--- src/rtl/mem_pkg.sv ---
// Shared types and encodings for the memory access unit: FSM states,
// funct3 access-size codes, and byte-enable base patterns.
package mem_pkg;

  typedef enum logic [1:0] {
    IDLE  = 2'd0,
    BUSY  = 2'd1,
    DONE  = 2'd2,
    DRAIN = 2'd3
  } state_e;

  typedef enum logic [1:0] {
    SZ_BYTE = 2'd0,
    SZ_HALF = 2'd1,
    SZ_WORD = 2'd2
  } size_e;

  localparam logic [2:0] F3_B  = 3'b000;
  localparam logic [2:0] F3_H  = 3'b001;
  localparam logic [2:0] F3_W  = 3'b010;
  localparam logic [2:0] F3_BU = 3'b100;
  localparam logic [2:0] F3_HU = 3'b101;

  localparam logic [3:0] BE_BYTE = 4'b0001;
  localparam logic [3:0] BE_HALF = 4'b0011;
  localparam logic [3:0] BE_WORD = 4'b1111;

  // Instruction fetches are always full words, whatever funct3 happens to hold.
  function automatic size_e decode_size(input logic [2:0] f3, input logic fetch);
    if (fetch) return SZ_WORD;
    case (f3[1:0])
      F3_B[1:0]: return SZ_BYTE;
      F3_H[1:0]: return SZ_HALF;
      default:   return SZ_WORD;
    endcase
  endfunction

endpackage

--- src/rtl/mem_access_unit_if.sv ---
// System-bus side of the memory access unit: valid/ack request channel
// with write data, byte enables and a read-data/error return.
interface mem_access_unit_if #(
  parameter int ADDR_WIDTH = 32
);
  logic                  bus_req;
  logic                  bus_we;
  logic [ADDR_WIDTH-1:0] bus_addr;
  logic [3:0]            bus_be;
  logic [31:0]           bus_wdata;
  logic                  bus_ack;
  logic                  bus_err;
  logic [31:0]           bus_rdata;

  modport master (
    output bus_req, bus_we, bus_addr, bus_be, bus_wdata,
    input  bus_ack, bus_err, bus_rdata
  );

  modport slave (
    input  bus_req, bus_we, bus_addr, bus_be, bus_wdata,
    output bus_ack, bus_err, bus_rdata
  );
endinterface

--- src/rtl/mem_align.sv ---
// Combinational lane steering: store byte enables and lane replication,
// misalignment detection, and load extraction with sign/zero extension.
module mem_align
  import mem_pkg::*;
(
  input  logic [2:0]  i_f3,
  input  logic        i_fetch,
  input  logic [1:0]  i_off,
  input  logic [31:0] i_wdata,
  output logic [3:0]  o_be,
  output logic [31:0] o_wdata,
  output logic        o_misaligned,
  input  logic [2:0]  i_ld_f3,
  input  logic        i_ld_fetch,
  input  logic [1:0]  i_ld_off,
  input  logic [31:0] i_rdata,
  output logic [31:0] o_rdata
);

  size_e       w_st_size;
  size_e       w_ld_size;
  logic [31:0] w_shifted;
  logic        w_signed;

  always_comb begin
    // NOTE: every output gets a default first so no branch can leave one
    // unassigned, which would otherwise infer a latch.
    w_st_size    = decode_size(i_f3, i_fetch);
    o_be         = BE_WORD;
    o_wdata      = i_wdata;
    o_misaligned = 1'b0;
    case (w_st_size)
      SZ_BYTE: begin
        o_be    = BE_BYTE << i_off;
        o_wdata = {4{i_wdata[7:0]}};
      end
      SZ_HALF: begin
        o_be         = BE_HALF << i_off;
        o_wdata      = {2{i_wdata[15:0]}};
        o_misaligned = i_off[0];
      end
      default: o_misaligned = |i_off;
    endcase
  end

  always_comb begin
    w_ld_size = decode_size(i_ld_f3, i_ld_fetch);
    w_shifted = i_rdata >> {i_ld_off, 3'b000};
    w_signed  = ~i_ld_f3[2];
    o_rdata   = i_rdata;
    case (w_ld_size)
      SZ_BYTE: o_rdata = {{24{w_signed & w_shifted[7]}},  w_shifted[7:0]};
      SZ_HALF: o_rdata = {{16{w_signed & w_shifted[15]}}, w_shifted[15:0]};
      default: o_rdata = i_rdata;
    endcase
  end

endmodule

--- src/rtl/mem_access_unit.sv ---
// Memory access unit: turns held mem_read/mem_write requests from the control
// FSM into one valid/ack bus transaction and a single-cycle completion pulse.
module mem_access_unit
  import mem_pkg::*;
#(
  parameter int ADDR_WIDTH = 32,
  parameter int TIMEOUT    = 255
) (
  input  logic                  clk,
  input  logic                  rst_n,
  input  logic                  mem_read,
  input  logic                  mem_write,
  input  logic                  fetch,
  input  logic [2:0]            f3,
  input  logic [ADDR_WIDTH-1:0] addr,
  input  logic [31:0]           wdata,
  output logic [31:0]           rdata,
  output logic                  mem_complete,
  output logic                  misaligned,
  output logic                  access_fault,
  mem_access_unit_if.master     bus
);

  localparam int CNT_W = (TIMEOUT > 0) ? $clog2(TIMEOUT + 1) : 1;

  state_e                r_state;
  state_e                w_state_next;
  logic [CNT_W-1:0]      r_cnt;
  logic                  r_bus_req;
  logic                  r_bus_we;
  logic [ADDR_WIDTH-1:0] r_bus_addr;
  logic [3:0]            r_bus_be;
  logic [31:0]           r_bus_wdata;
  logic [2:0]            r_ld_f3;
  logic                  r_ld_fetch;
  logic [1:0]            r_ld_off;
  logic [31:0]           r_rdata;
  logic                  r_misaligned;
  logic                  r_fault;

  logic                  w_req;
  logic                  w_timeout;
  logic                  w_issue;
  logic                  w_set_mis;
  logic                  w_bus_end;
  logic                  w_capture;
  logic                  w_fault_set;
  logic                  w_fault_val;
  logic [3:0]            w_be;
  logic [31:0]           w_wdata_lanes;
  logic                  w_mis;
  logic [31:0]           w_ld_data;

  mem_align u_align (
    .i_f3         (f3),
    .i_fetch      (fetch),
    .i_off        (addr[1:0]),
    .i_wdata      (wdata),
    .o_be         (w_be),
    .o_wdata      (w_wdata_lanes),
    .o_misaligned (w_mis),
    .i_ld_f3      (r_ld_f3),
    .i_ld_fetch   (r_ld_fetch),
    .i_ld_off     (r_ld_off),
    .i_rdata      (bus.bus_rdata),
    .o_rdata      (w_ld_data)
  );

  assign w_req     = mem_read | mem_write;
  assign w_timeout = (TIMEOUT != 0) && (32'(r_cnt) == 32'(TIMEOUT - 1));

  always_ff @(posedge clk or negedge rst_n) begin
    if (!rst_n) r_state <= IDLE;
    else        r_state <= w_state_next;
  end

  // A dropped request never cuts a bus cycle short: DRAIN waits for the
  // ack (or timeout) so the bus protocol stays intact.
  always_comb begin
    w_state_next = r_state;
    w_issue      = 1'b0;
    w_set_mis    = 1'b0;
    w_bus_end    = 1'b0;
    w_capture    = 1'b0;
    w_fault_set  = 1'b0;
    w_fault_val  = 1'b0;
    case (r_state)
      IDLE: begin
        if (w_req) begin
          if (w_mis) begin
            w_set_mis    = 1'b1;
            w_state_next = DONE;
          end else begin
            w_issue      = 1'b1;
            w_state_next = BUSY;
          end
        end
      end
      BUSY: begin
        if (bus.bus_ack) begin
          w_bus_end = 1'b1;
          if (w_req) begin
            w_state_next = DONE;
            w_capture    = ~r_bus_we;
            w_fault_set  = 1'b1;
            w_fault_val  = bus.bus_err;
          end else begin
            w_state_next = IDLE;
          end
        end else if (w_timeout) begin
          w_bus_end = 1'b1;
          if (w_req) begin
            w_state_next = DONE;
            w_fault_set  = 1'b1;
            w_fault_val  = 1'b1;
          end else begin
            w_state_next = IDLE;
          end
        end else if (!w_req) begin
          w_state_next = DRAIN;
        end
      end
      DRAIN: begin
        if (bus.bus_ack || w_timeout) begin
          w_bus_end    = 1'b1;
          w_state_next = IDLE;
        end
      end
      DONE:    w_state_next = IDLE;
      default: w_state_next = IDLE;
    endcase
  end

  always_ff @(posedge clk or negedge rst_n) begin
    if (!rst_n) begin
      r_cnt        <= '0;
      r_bus_req    <= 1'b0;
      r_bus_we     <= 1'b0;
      r_bus_addr   <= '0;
      r_bus_be     <= '0;
      r_bus_wdata  <= '0;
      r_ld_f3      <= '0;
      r_ld_fetch   <= 1'b0;
      r_ld_off     <= '0;
      r_rdata      <= '0;
      r_misaligned <= 1'b0;
      r_fault      <= 1'b0;
    end else begin
      // NOTE: non-blocking assignments so every register samples the same
      // pre-edge values regardless of statement order.
      if (w_issue) begin
        r_bus_req   <= 1'b1;
        r_bus_we    <= mem_write;
        r_bus_addr  <= {addr[ADDR_WIDTH-1:2], 2'b00};
        r_bus_be    <= mem_write ? w_be : BE_WORD;
        r_bus_wdata <= w_wdata_lanes;
        r_ld_f3     <= f3;
        r_ld_fetch  <= fetch;
        r_ld_off    <= addr[1:0];
        r_cnt       <= '0;
      end else if (w_bus_end) begin
        r_bus_req <= 1'b0;
      end

      if (r_state == BUSY || r_state == DRAIN) r_cnt <= r_cnt + CNT_W'(1);

      if (w_capture) r_rdata <= w_ld_data;

      // Status flags live only for the DONE cycle; rdata is left alone.
      if (r_state == DONE) begin
        r_misaligned <= 1'b0;
        r_fault      <= 1'b0;
      end
      if (w_set_mis)   r_misaligned <= 1'b1;
      if (w_fault_set) r_fault      <= w_fault_val;
    end
  end

  assign mem_complete  = (r_state == DONE);
  assign misaligned    = r_misaligned;
  assign access_fault  = r_fault;
  assign rdata         = r_rdata;
  assign bus.bus_req   = r_bus_req;
  assign bus.bus_we    = r_bus_we;
  assign bus.bus_addr  = r_bus_addr;
  assign bus.bus_be    = r_bus_be;
  assign bus.bus_wdata = r_bus_wdata;

endmodule

--- src/flat_wrapper.sv ---
// flat-port wrapper written by rule: the top's interface ports become plain ports
module mem_access_unit_flat import mem_pkg::*;
#(
  parameter int ADDR_WIDTH = 32,
  parameter int TIMEOUT    = 255
)
  (clk, rst_n, mem_read, mem_write, fetch, f3, addr, wdata, rdata, mem_complete, misaligned, access_fault, bus_bus_req, bus_bus_we, bus_bus_addr, bus_bus_be, bus_bus_wdata, bus_bus_ack, bus_bus_err, bus_bus_rdata);
  mem_access_unit_if #(.ADDR_WIDTH(ADDR_WIDTH)) bus_i ();
  input  logic clk;
  input  logic rst_n;
  input  logic mem_read;
  input  logic mem_write;
  input  logic fetch;
  input  logic [2:0] f3;
  input  logic [ADDR_WIDTH-1:0] addr;
  input  logic [31:0] wdata;
  output logic [31:0] rdata;
  output logic mem_complete;
  output logic misaligned;
  output logic access_fault;
  output wire logic [$bits(bus_i.bus_req)-1:0] bus_bus_req;
  output wire logic [$bits(bus_i.bus_we)-1:0] bus_bus_we;
  output wire logic [$bits(bus_i.bus_addr)-1:0] bus_bus_addr;
  output wire logic [$bits(bus_i.bus_be)-1:0] bus_bus_be;
  output wire logic [$bits(bus_i.bus_wdata)-1:0] bus_bus_wdata;
  input wire logic [$bits(bus_i.bus_ack)-1:0] bus_bus_ack;
  input wire logic [$bits(bus_i.bus_err)-1:0] bus_bus_err;
  input wire logic [$bits(bus_i.bus_rdata)-1:0] bus_bus_rdata;
  assign bus_bus_req = bus_i.bus_req;
  assign bus_bus_we = bus_i.bus_we;
  assign bus_bus_addr = bus_i.bus_addr;
  assign bus_bus_be = bus_i.bus_be;
  assign bus_bus_wdata = bus_i.bus_wdata;
  assign bus_i.bus_ack = bus_bus_ack;
  assign bus_i.bus_err = bus_bus_err;
  assign bus_i.bus_rdata = bus_bus_rdata;
  mem_access_unit #(.ADDR_WIDTH(ADDR_WIDTH), .TIMEOUT(TIMEOUT)) u_core (.clk(clk), .rst_n(rst_n), .mem_read(mem_read), .mem_write(mem_write), .fetch(fetch), .f3(f3), .addr(addr), .wdata(wdata), .rdata(rdata), .mem_complete(mem_complete), .misaligned(misaligned), .access_fault(access_fault), .bus(bus_i));
endmodule
--- config.mk ---
export PLATFORM = sky130hd
export DESIGN_NAME = mem_access_unit_flat
export DESIGN_NICKNAME = d
export VERILOG_FILES = /design/src/rtl/mem_pkg.sv /design/src/rtl/mem_access_unit_if.sv /design/src/rtl/mem_align.sv /design/src/rtl/mem_access_unit.sv /design/src/flat_wrapper.sv
export SDC_FILE = /design/constraint.sdc
export NUM_CORES = 1
export LEC_CHECK = 0
export ABC_AREA = 1
export BUFFER_PORTS_ARGS = -buffer_cell sky130_fd_sc_hd__buf_4
export CORE_ASPECT_RATIO = 0.7
export CORE_MARGIN = 4
export CORE_UTILIZATION = 52
export CTS_BUF_LIST = sky130_fd_sc_hd__clkbuf_4 sky130_fd_sc_hd__clkbuf_8
export DETAILED_ROUTE_END_ITERATION = 8
export GPL_TIMING_DRIVEN = 1
export HOLD_SLACK_MARGIN = 0.12
export PLACE_DENSITY_LB_ADDON = 0.2
export SYNTH_ARGS = -nofsm -noshare
export SYNTH_HDL_FRONTEND = slang
export SYNTH_SLANG_ARGS = --single-unit
--- constraint.sdc ---
create_clock -name clk -period 2 [get_ports clk]
set_clock_uncertainty 0.15 [all_clocks]
set_input_delay 0.2 -clock clk [delete_from_list [all_inputs] [get_ports clk]]
set_output_delay 0.2 -clock clk [all_outputs]
set_load 0.02 [all_outputs]
# Yosys cells after proc, flatten, opt, wreduce, memory -nomap -nowiden
# Index checks and enable logic that the tools add are counted.
[totals]
ff_bits = 118
input_bits = 106
output_inout_bits = 105
[classes]
add_sub_neg = 1
eq_ne = 11
n_shift = 3
mux = 48
n_bitwise = 5
n_reduce_logical = 13
[ops]
columns = ["op", "n"]
rows = [
  ["case mux 32 bit (2 select lines)", 2],
  [">> shifter 32 x 5 -> 16 bit", 1],
  ["two-way mux 1 bit", 26],
  ["two-way mux 2 bit", 11],
  ["two-way mux 8 bit", 2],
  ["== test 2 x 1 -> 1 bit, second input constant", 5],
  ["zero test 2 bit", 5],
  ["adder 8 x 1 -> 8 bit, second input constant", 1],
  ["== test 8 bit, second input constant", 1],
  ["case mux 2 bit (2 select lines)", 2],
  ["case mux 2 bit (4 select lines)", 1],
  ["case mux 4 bit (2 select lines)", 1],
  ["nonzero test 2 bit", 4],
  ["== test 2 bit, second input constant", 2],
  ["two-way mux 4 bit", 1],
  ["!= test 2 x 1 -> 1 bit, second input constant", 2],
  ["!= test 4 bit, second input constant", 1],
  ["case mux 1 bit (2 select lines)", 2],
  ["<< shifter 1 x 2 -> 4 bit, first input constant", 1],
  ["<< shifter 2 x 2 -> 4 bit, first input constant", 1],
  ["AND reduction 3 bit", 1],
  ["AND 1 bit", 2],
  ["logical OR 1 bit", 2],
  ["inverter 1 bit", 2],
  ["other kinds (2)", 2],
]

# Depth between registers and ports, before layout
[depth]
ltp_word = 10
depth_mapped = 10
mapped_depth_nobuf = 10

# Cells and area by module
# From an unflattened synthesis, not the netlist that was laid out.
[unflattened]
cells_unflattened = 809
hier_area_um2 = 6233.5
[modules_own_cells]
columns = ["mod", "instances", "cells_per_inst", "area_each_um2"]
rows = [
  ["mem_access_unit", 1, 536, 4972.3],
  ["mem_align", 1, 273, 1261.2],
]

# Worst setup path before layout
# No wires, ideal clock.
[synth_timing]
path_kind = "register -> register"
from = "reg u_core.r_ld_off[0]"
to = "reg u_core.r_rdata[17] (netlist: u_core.rdata[17])"
arrival_time_ps = 1211
required_ps = 1737
slack_ps = 526
stages_incl_launch_ff = 9
synth_period_minus_slack_ps = 1474
path_cell_list = "dfrtp_1 -> buf_4 -> nand2_1 -> nand3_1 -> nand3_2 -> buf_2 -> nand3_1 -> nand2_1 -> inv_1"
[synth_via]
elab_chain_len = 3
word_cells_on_any_way = 4
cone_classes = "shift: 1; mux: 1; bitwise: 2"
[synth_lines]
columns = ["item", "line_no", "text"]
rows = [
  ["start, declared", "mem_access_unit.sv:36", "logic [1:0] r_ld_off;"],
  ["start signal, assigned", "mem_access_unit.sv:159", "r_ld_off <= addr[1:0];"],
  [">> shifter 32 x 5 -> 16 bit *", "mem_align.sv:48", "w_shifted = i_rdata >> {i_ld_off, 3'b000};"],
  ["AND 1 bit, on equally long branches", "mem_align.sv:53, mem_align.sv:52", ""],
  ["case mux 32 bit (2 select lines) *", "mem_align.sv:51", "case (w_ld_size)"],
  ["end signal, assigned", "mem_access_unit.sv:167", "if (w_capture) r_rdata <= w_ld_data;"],
  ["end, declared", "mem_access_unit.sv:37", "logic [31:0] r_rdata;"],
]
# Every way passes the cells marked *; elsewhere a longest branch is shown, timed or not.
# A chain may end at the register's enable or synchronous reset.

# Final worst setup path
[layout_timing]
from = "in fetch"
to = "reg u_core.r_bus_be[2] (netlist: u_core.bus.bus_be[2])"
[layout_via]
elab_chain_len = 7
word_cells_on_any_way = 10
cone_classes = "eq/ne: 1; mux: 8; reduce/logical: 1"
[layout_lines]
columns = ["item", "line_no", "text"]
rows = [
  ["start, declared", "flat_wrapper.sv:13", "input logic fetch;"],
  ["two-way mux 1 bit *", "mem_pkg.sv:30", "if (fetch) return SZ_WORD;"],
  ["two-way mux 2 bit *", "mem_pkg.sv:31", "case (f3[1:0])"],
  ["== test 2 x 1 -> 1 bit / zero test 2 bit (equally long branches)", "mem_align.sv:32", "case (w_st_size)"],
  ["case mux 1 bit (2 select lines)", "mem_align.sv:32", ""],
  ["two-way mux 1 bit", "mem_access_unit.sv:90", "if (w_mis) begin"],
  ["two-way mux 1 bit", "mem_access_unit.sv:89", "if (w_req) begin"],
  ["two-way mux 1 bit", "mem_access_unit.sv:87", "case (r_state)"],
  ["end signal, assigned", "mem_access_unit.sv:155", "r_bus_be <= mem_write ? w_be : BE_WORD;"],
  ["end, declared", "mem_access_unit.sv:32", "logic [3:0] r_bus_be;"],
]
# Marked as above.

==> results.yml <==
setup_path:
  cp_delay_by_family_top: "buffers and inverters"
  timing.critical_path.to_type: "flop"
  critPathMostFrequentCell: "sky130_fd_sc_hd__nand2_1"
  worst_ep_required_time_ns: 2.22
  critical-path-max-stage-delay_ns: 0.60
  critical_path.max_fanout: 11
  critical_path_class: "in2reg"
  slowest_cell_on_crit_path: "sky130_fd_sc_hd__dlygate4sd3_1"
  worstSetupStartpointType: "primary input"
  timing.critical_path.cells: "buf_4 > nor2_1 > buf_4 > nand2_1 > inv_1 > nand3_1 > nand4_1 > dlygate4sd3_1 > nand2_1 > nand2_1"
  cp_num_buf_inv: 4
  critical_path_at_ns: 2.11
final_layout:
  area.growth.synth_to_final_pct: 55.9
  fin_nets: 1283
  drive_above_1_share_pct: 24.5
  fillers: 674
hold_path:
  hold_path_class: "in2reg"
cts:
  tritoncts: "built"
  clock_latency_ns: 0.44
  clock_sinks: 118
  tritoncts.num_buffers: 17
  cts.root.buffer_cell: "sky130_fd_sc_hd__clkbuf_8"
  clk_path_buf_depth: 2
  h-tree-depth: 4
  cts.clk_slew.worst_paths_ns: 0.07
  postCtsSetupRepairBufs: 0
yosys:
  yosys.cell_types.count: 31
  synth_area_leaders: "sky130_fd_sc_hd__dfrtp_1, sky130_fd_sc_hd__nand2_1, sky130_fd_sc_hd__inv_1, sky130_fd_sc_hd__nor2_1, sky130_fd_sc_hd__o21ai_0"
  synth_seq_area_share_pct: 48.8
  synth_warnings: 0
  syn_area_um2: 6050
  ys_ff_latch: 118
  post-synth-top-area-cell: "sky130_fd_sc_hd__dfrtp_1"
  synth_cells: 844
  yosys_most_used_dff: "sky130_fd_sc_hd__dfrtp_1"
  synth.top_cell.area_share_pct: 48.8
  synth_async_sr_flop_share_pct: 100
  synth_edf_count: 0
  postSynthAreaPerCell_um2: 7.17
sta:
  final.min_clock_period_ns: 1.89
  period_share_pct: 94.3
  grt_setup_unrepaired: "no"
  final.setup.worst_slack_ns: 0.113
  setup_viol: 0
  max_freq_ghz: 0.530
  final.hold.worst_slack_ns: 0.145
  maxSlewHeadroom_pct: 63.6
  timing_worst_slew_pin_value_ns: 0.543
  slew_limit_fails: 0
  final-hold-violation-count: 0
  setup_tns_ns: 0
routing:
  routed_via_density: 5.23
  total_wirelength_of_the_detailed_routed_design_mm: 22.4
  detailroute.via_count: 7020
  wl_per_cell_um: 16.7
  remaining_drc_errors: 0
  drt_pre_antenna_iters: 6
  post_route_ant_nets: 0
  drt_iter0_markers: 634
power:
  comb_power_share_pct: 50.4
  max-vdd-ir-drop_v: 0.000978
  post_layout_power_mw: 13.3
  netSwitchingFraction_pct: 44.0
  total_switching_power_mw: 5.87
  p_seq_share_pct: 32.0
  clkPwrFrac_pct: 17.5
  leakage_nw: 5.14
  power_per_cell_area_nw_per_um2: 1410
  intPower_mw: 7.46
place:
  gp_routability_congestion: 0.974
  placement.io_buffers: 208
  final_hpwl_dp_mm: 13.6
  pre_cts_slack_ns: 0.279
job:
  drv_cap: 0
floorplanning:
  placeableCoreArea_um2: 11200
  die_height_um: 98.3
  top_level_ports: 211
  die_width_um: 137
  fp.dieArea_um2: 13500
  initial_core_util_pct: 54.0
  std_cell_rows: 32
global_routing:
  first_global_vias: 6942
  groute.usage.overall_pct: 33.5
  grt_start_max_net_pins: 64
  grt_pass1_wl_mm: 35.2
  gr-total-overflow: 0
  initial_antenna_violation_count: 1
outcome:
  run_status: "completed"
metal layers:
layer / global-route usage [%] / up-vias / routed length [um]
met5: 0 / - / 0
met4: 14.2 / 0 / 869
met3: 9.73 / 90 / 2630
met2: 50.8 / 470 / 10100
met1: 45.1 / 3227 / 8740
li1: - / 3233 / -
kinds of logic (layout without fill, tap and decap cells):
group | count (synthesis) | after routing | share of synthesized area, %
other | 1 | 3 | 0.0619
flip-flops | 118 | 118 | 48.8
buffers and inverters | 118 | 461 | 8.41
adder cells (fa/ha/maj) | 2 | 2 | 0.413
XOR/XNOR | 1 | 1 | 0.145
AND/OR/NAND/NOR | 521 | 521 | 35.2
AO/OA/AOI/OAI | 83 | 83 | 6.99
cell usage in the layout, fill, tap and decap left out, types with 4 or more instances in the layout:
master	instances
sky130_fd_sc_hd__nand3_1	39
sky130_fd_sc_hd__buf_12	5
sky130_fd_sc_hd__clkinvlp_4	4
sky130_fd_sc_hd__o21ai_1	6
sky130_fd_sc_hd__a21oi_1	28
sky130_fd_sc_hd__dfrtp_1	118
sky130_fd_sc_hd__dlygate4sd3_1	118
sky130_fd_sc_hd__clkbuf_8	18
sky130_fd_sc_hd__nor2_1	73
sky130_fd_sc_hd__o21ai_0	46
sky130_fd_sc_hd__nand2_2	5
sky130_fd_sc_hd__buf_4	224
sky130_fd_sc_hd__inv_1	74
sky130_fd_sc_hd__or2_2	7
sky130_fd_sc_hd__inv_2	8
sky130_fd_sc_hd__nand2_1	373
sky130_fd_sc_hd__nor2_2	5
sky130_fd_sc_hd__or2_0	7
flip-flops by register name (all words and copies together), names as in the netlist:
| register | count |
|---|---|
| u_core.bus.bus_addr | 30 |
| u_core.rdata | 32 |
| u_core.r_ld_f3 | 3 |
| u_core.bus.bus_we | 1 |
| u_core.bus.bus_wdata | 32 |
| u_core.bus.bus_be | 4 |
| u_core.access_fault | 1 |
| u_core.r_cnt | 8 |
| u_core.bus.bus_req | 1 |
| u_core.misaligned | 1 |
| u_core.r_ld_off | 2 |
| u_core.r_ld_fetch | 1 |
| u_core.r_state | 2 |
worst min-delay path, stage by stage:
cell,delay [ns]
sky130_fd_sc_hd__buf_4,0.08
sky130_fd_sc_hd__inv_1,0.06
sky130_fd_sc_hd__nor2_1,0.13
sky130_fd_sc_hd__nor2_1,0.06
sky130_fd_sc_hd__nand3_1,0.07
sky130_fd_sc_hd__nand2_1,0.05
sky130_fd_sc_hd__inv_1,0.04
synth_stat cells, types with 2 or more instances:
library cell,count
sky130_fd_sc_hd__nand2_1,374
sky130_fd_sc_hd__dfrtp_1,118
sky130_fd_sc_hd__inv_1,75
sky130_fd_sc_hd__nor2_1,73
sky130_fd_sc_hd__o21ai_0,46
sky130_fd_sc_hd__nand3_1,39
sky130_fd_sc_hd__a21oi_1,28
sky130_fd_sc_hd__buf_2,20
sky130_fd_sc_hd__buf_4,7
sky130_fd_sc_hd__clkbuf_1,7
sky130_fd_sc_hd__inv_2,7
sky130_fd_sc_hd__or2_0,7
sky130_fd_sc_hd__or2_2,7
sky130_fd_sc_hd__o21ai_1,6
sky130_fd_sc_hd__nor2_2,5
sky130_fd_sc_hd__nand2_2,4
sky130_fd_sc_hd__or2_1,3
sky130_fd_sc_hd__buf_6,2
sky130_fd_sc_hd__ha_1,2
sky130_fd_sc_hd__nand3_2,2
sky130_fd_sc_hd__o21a_1,2
worst paths after layout:
| path | start | endpoint | slack (ns) | depth (start not counted) |
|---|---|---|---|---|
| max in group asynchronous | rst_n | u_core.bus.bus_addr[9]$_DFFE_PN0P_ | 0.71 | 4 |
| setup reg to reg | u_core.r_ld_fetch$_DFFE_PN0P_ | u_core.rdata[4]$_DFFE_PN0P_ | 0.20 | 7 |
| min in group asynchronous | rst_n | u_core.rdata[1]$_DFFE_PN0P_ | 0.54 | 3 |
| hold reg to reg | u_core.rdata[6]$_DFFE_PN0P_ | u_core.rdata[6]$_DFFE_PN0P_ | 0.34 | 2 |
| hold / removal | bus_bus_rdata[19] | u_core.rdata[19]$_DFFE_PN0P_ | 0.14 | 7 |
| setup / recovery | fetch | u_core.bus.bus_be[2]$_DFFE_PN0P_ | 0.11 | 10 |
layout make-up:
type                       count  area (um^2)  area share, %
timing repair buffer         347         2960           31.4
clock buffer                  18          248           2.63
antenna                        1         2.50         0.0265
inverter                      82          308           3.26
multi-input combinational    609         2600           27.5
clock inverter                14          174           1.84
tap                          153          191           2.03
sequential                   118         2950           31.3
stage by stage:
| step | area [um^2] | util [%] | std cells |
|---|---|---|---|
| 2_1_floorplan | 6060 | - | 845 |
| 3_5_place_dp | 7810 | 69.7 | 1190 |
| 5_1_grt | 9440 | 84.2 | 1342 |
| 6_report | 9440 | 84.2 | 1342 |
| 4_1_cts | 9430 | 84.1 | 1341 |
| 3_3_place_gp | 7810 | 69.7 | 1190 |
power by group through the flow:
stage                     clock network, mW  registers [mW]  logic (mW)
after floorplan                           0            5.31        2.56
after global placement                    0            4.23        6.18
after detailed placement                  0            4.20        6.34
after CTS                              2.33            4.22        6.55
after global routing                   2.46            4.38        7.28
final                                  2.34            4.27        6.72
what timing repair did:
item,4_1_cts,5_1_grt
endpoints found under the setup margin,0,30
hold endpoints to repair,227,0
hold buffers,119,0
resized for setup,0,2
Power figures use the tool's default switching activity.
